`src/rtl/if_id_skid_buf.sv`:
```
// IF/ID pipeline elastic buffer: a main register feeding decode plus one skid entry,
// so in_ready and out_valid come only from registered state.
module if_id_skid_buf #(
    parameter int              XLEN      = 32,
    parameter logic [XLEN-1:0] NOP_INSTR = 32'h00000013
) (
    input  logic            clk,
    input  logic            reset,
    input  logic            in_valid,
    output logic            in_ready,
    input  logic [XLEN-1:0] in_pc,
    input  logic [XLEN-1:0] in_instr,
    output logic            out_valid,
    input  logic            out_ready,
    output logic [XLEN-1:0] out_pc,
    output logic [XLEN-1:0] out_instr,
    input  logic            flush,
    output logic [1:0]      count
);

    // Encoding equals occupancy, so count is the state register itself.
    typedef enum logic [1:0] {
        EMPTY = 2'd0,
        FULL  = 2'd1,
        SKID  = 2'd2
    } state_t;

    state_t          state_reg;
    state_t          state_next;
    logic [XLEN-1:0] main_pc_reg;
    logic [XLEN-1:0] main_instr_reg;
    logic [XLEN-1:0] skid_pc_reg;
    logic [XLEN-1:0] skid_instr_reg;

    logic push;
    logic pop;
    logic main_load;
    logic main_from_skid;
    logic skid_load;

    assign in_ready  = (state_reg != SKID);
    assign out_valid = (state_reg != EMPTY);
    assign count     = state_reg;
    assign out_pc    = main_pc_reg;
    assign out_instr = main_instr_reg;

    assign push = in_valid & in_ready;
    assign pop  = out_valid & out_ready;

    always_comb begin
        state_next     = state_reg;
        main_load      = 1'b0;
        main_from_skid = 1'b0;
        skid_load      = 1'b0;
        if (flush) begin
            state_next = EMPTY;
        end else begin
            unique case (state_reg)
                EMPTY: begin
                    if (push) begin
                        main_load  = 1'b1;
                        state_next = FULL;
                    end
                end
                FULL: begin
                    if (push && pop) begin
                        main_load = 1'b1;
                    end else if (push) begin
                        skid_load  = 1'b1;
                        state_next = SKID;
                    end else if (pop) begin
                        state_next = EMPTY;
                    end
                end
                SKID: begin
                    if (pop) begin
                        main_from_skid = 1'b1;
                        state_next     = FULL;
                    end
                end
                default: state_next = EMPTY;
            endcase
        end
    end

    always_ff @(posedge clk or negedge reset) begin
        if (!reset) begin
            state_reg <= EMPTY;
        end else begin
            state_reg <= state_next;
        end
    end

    // A flush leaves out_pc alone so decode still sees where the redirect came from.
    always_ff @(posedge clk or negedge reset) begin
        if (!reset) begin
            main_pc_reg    <= '0;
            main_instr_reg <= NOP_INSTR;
            skid_pc_reg    <= '0;
            skid_instr_reg <= '0;
        end else if (flush) begin
            main_instr_reg <= NOP_INSTR;
        end else begin
            if (main_load) begin
                main_pc_reg    <= in_pc;
                main_instr_reg <= in_instr;
            end else if (main_from_skid) begin
                main_pc_reg    <= skid_pc_reg;
                main_instr_reg <= skid_instr_reg;
            end
            if (skid_load) begin
                skid_pc_reg    <= in_pc;
                skid_instr_reg <= in_instr;
            end
        end
    end

endmodule

```
`config.mk`:
```
export PLATFORM = sky130hd
export DESIGN_NAME = if_id_skid_buf
export DESIGN_NICKNAME = d
export VERILOG_FILES = /design/src/rtl/if_id_skid_buf.sv
export SDC_FILE = /design/constraint.sdc
export NUM_CORES = 1
export LEC_CHECK = 0
export BUFFER_PORTS_ARGS = -buffer_cell sky130_fd_sc_hd__buf_2
export CORE_MARGIN = 2
export CORE_UTILIZATION = 35
export CTS_CLUSTER_DIAMETER = 200
export DETAILED_ROUTE_END_ITERATION = 10
export GPL_TIMING_DRIVEN = 0
export PLACE_DENSITY = 0.68
export SYNTH_ARGS = -nofsm -noshare
export SYNTH_HDL_FRONTEND = slang
export SYNTH_SLANG_ARGS = --single-unit
```
`constraint.sdc`:
```
create_clock -name clk -period 3.2 [get_ports clk]
set_clock_uncertainty 0.15 [all_clocks]
set_input_delay 0.64 -clock clk [delete_from_list [all_inputs] [get_ports clk]]
set_output_delay 0.64 -clock clk [all_outputs]
set_load 0.005 [all_outputs]
```
==> impl_metrics.json <==
{
  "post_dp_cell_area_mm2": 0.00670,
  "io_buffers": 135,
  "cts_hold_buffers_added": 0,
  "placeableCoreArea_mm2": 0.0159,
  "grt_setup_unrepaired": "false",
  "tritoncts": "done",
  "finish.instance_area_mm2": 0.00735,
  "vias_per_cell": 4.84,
  "max_slew_headroom": 0.442,
  "die_h_um": 132,
  "final-hold-violation-count": 0,
  "groute.usage.overall": 0.156,
  "finalWirelength_um": 13000,
  "wl_per_cell_um": 16.6,
  "p_leak_uw": 0.00357,
  "drtPass1Iterations": 7,
  "setup.worst_path.class": "reg2reg",
  "cts_buf_count": 17,
  "start_util": 0.359,
  "finalNetCount": 629,
  "timing.rr.start": "count[1]",
  "power_report.internal_total_uw": 4280,
  "clock_buffer_depth": 2,
  "h-tree-depth": 4,
  "place_hpwl_um": 9280,
  "outcome": "finished clean",
  "finalNonFillerCells": 787,
  "dp.cells": 757,
  "grt_antenna_before_repair": 0,
  "holdCritPathClass": "in2async",
  "critical_path_peak_fanout": 10,
  "critical_path.startpoint_type": "flip-flop",
  "cp_data_arrival_time_ps": 2570,
  "regToRegEndpoint": "out_instr[26]",
  "vdd_ir_max_uv": 358,
  "final_layout_fill_cell_count": 1446,
  "final_antenna_net_count": 0,
  "power.share.combinational": 0.207,
  "timing.critical_path.slowest_cell_delay_ps": 470,
  "post_synthesis_net_count": 474,
  "gp_congestion": 0.735,
  "cts-resized-gates": 0,
  "switching_share": 0.243,
  "sinks_on_the_clock_net": 130,
  "cts_setup_buffers": 0,
  "total_switching_power_uw": 1370,
  "worst_slew_pin_tran_ps": 832,
  "syn_area_per_cell_um2": 14.1,
  "synth-seq-cells": 130,
  "clock_tree.root_cell": "clkbuf_16",
  "report.final.setup_viol": 0,
  "power.share.clock": 0.380,
  "detailroute.via_count": 3808,
  "wire_length_of_the_first_global_routing_pass_um": 21600,
  "max-cap-violations": 0,
  "end_kind": "flip-flop",
  "synthesis.yosys.warnings": 0,
  "reg2regPathDepth": 6,
  "rows": 46,
  "clock_latency_ps": 410,
  "dieArea_mm2": 0.0174,
  "hold_slack_ps": 58.1,
  "syn-cell-area_mm2": 0.00572,
  "synthesis_to_layout_area_growth_pct": 28.5,
  "post-route-util": 0.461,
  "ioPinCount": 137,
  "cp_common_cell": "clkbuf_1",
  "ff2ff_setup_slack_ps": 810,
  "drc": 0,
  "cts.clk_slew.worst_paths_ps": 60,
  "netlist-cell-type-count": 28,
  "netlist_instances": 405,
  "worstPathCellList": "nand2b_4 > nor3_1 > clkbuf_1 > clkbuf_1 > a22oi_1 > a21oi_1",
  "timing_limited_maximum_frequency_ghz": 0.419,
  "setup_tns_ps": 0,
  "die_x_um": 132,
  "yosysSeqAreaShare": 0.570,
  "worst_ep_required_time_ps": 3380,
  "overflow": 0,
  "seq_power_share": 0.413,
  "vias_in_the_first_global_route": 4290,
  "critical_path.slowest_cell": "clkbuf_1",
  "grt_start_max_net_pins": 67,
  "post_route_cells_drive_above_1_share": 0.529,
  "layout_min_cycle_time_ps": 2390,
  "finalCritPeriodShare": 0.746,
  "inserted_diodes": 0,
  "power_per_cell_area_mw_per_mm2": 769,
  "final-max-slew-violation-count": 0,
  "drt-initial-drc-count": 119
}
[area by class of cell]
type | count | area (µm²) | share of cell area
Timing Repair Buffer | 136 | 709 | 0.0966
Buffer | 27 | 151 | 0.0206
Inverter | 2 | 7.51 | 0.00102
Sequential cell | 130 | 3260 | 0.443
Multi-Input combinational cell | 246 | 2300 | 0.313
Tap cell | 216 | 270 | 0.0368
Clock buffer | 21 | 470 | 0.0640
Clock inverter | 9 | 179 | 0.0244
[per-layer routing]
| metal | routed length (µm) | global-route usage | vias up | part of all wire |
|---|---|---|---|---|
| met5 | 0 | 0 | - | 0 |
| met4 | 172 | 0.0525 | 0 | 0.013 |
| met3 | 834 | 0.0584 | 14 | 0.064 |
| met2 | 6560 | 0.269 | 110 | 0.50 |
| met1 | 5470 | 0.178 | 1924 | 0.42 |
| li1 | - | - | 1760 | - |
[power by group through the flow]
stage          Sequential (µW)  Clock (µW)  Combinational, µW
3_5_place_dp              2360           0               1190
5_1_grt                   2390        2270               1280
4_1_cts                   2340        2200               1190
6_report                  2340        2150               1170
3_3_place_gp              2330           0               1140
2_1_floorplan             2330           0                735
[how the worst max path moves through the flow]
stage                          from  depth (start not counted)            endpoint
after global routing       count[1]                          6       out_instr[23]
after global placement        reset                          1          out_pc[10]
after detailed placement  out_ready                          5  skid_instr_reg[26]
after floorplan               flush                          6          out_pc[10]
after CTS                  count[1]                          6       out_instr[26]
final                      count[1]                          6       out_instr[26]
[layout by cell type (no fill, tap or decap), types with 2 or more instances in the layout]
cell type     n
buf_4         3
clkbuf_8      3
clkinvlp_4    2
dfrtp_1     127
buf_2       141
clkbuf_1     12
bufinv_16     5
nand2_1       6
a22oi_1      29
mux2_1       11
buf_6         5
o22ai_1       3
mux2_2       64
nor2_1       33
clkbuf_16    17
buf_1         2
dfstp_2       3
a21oi_1      34
mux2_4       54
inv_1         2
[critical path, delay by kind of cell (launching register included)]
family                 cells  cell delay [ps]
and+or+nand+nor            2              460
DFF                        1              440
buffers and inverters      2              930
AOI/OAI and AO/OA          2              330
[cell usage after synthesis, drive strengths merged]
library cell | count | area (µm²)
clkbuf | 11 | 41.3
a21o | 1 | 7.51
nor3 | 2 | 15.0
a21boi | 1 | 7.51
inv | 2 | 7.51
nor2 | 33 | 124
dfrtp | 127 | 3180
a221o | 1 | 10.0
mux2 | 129 | 1660
dfstp | 3 | 78.8
a211oi | 1 | 7.51
o22ai | 3 | 18.8
or3 | 1 | 6.26
nand2b | 2 | 20.0
a22oi | 29 | 218
buf | 16 | 110
o21ai | 1 | 5.00
nand2 | 6 | 22.5
and2b | 1 | 7.51
nor2b | 1 | 6.26
a21oi | 34 | 170
[logic make-up (layout without fill, tap and decap cells)]
kind of cell | Yosys count | after routing | synth area share
AND/OR/NAND/NOR | 46 | 46 | 0.0352
buffers and inverters | 29 | 195 | 0.0278
flip-flops | 130 | 130 | 0.570
AO/OA/AOI/OAI | 71 | 71 | 0.0777
multiplexers | 129 | 129 | 0.290
[stage by stage]
stage	power, µW	worst slack, ps
2_1_floorplan	3060	904
3_3_place_gp	3460	-309
3_5_place_dp	3550	409
4_1_cts	5720	751
5_1_grt	5940	584
6_report	5650	812
Note: power is estimated with default switching activity, not from simulation.
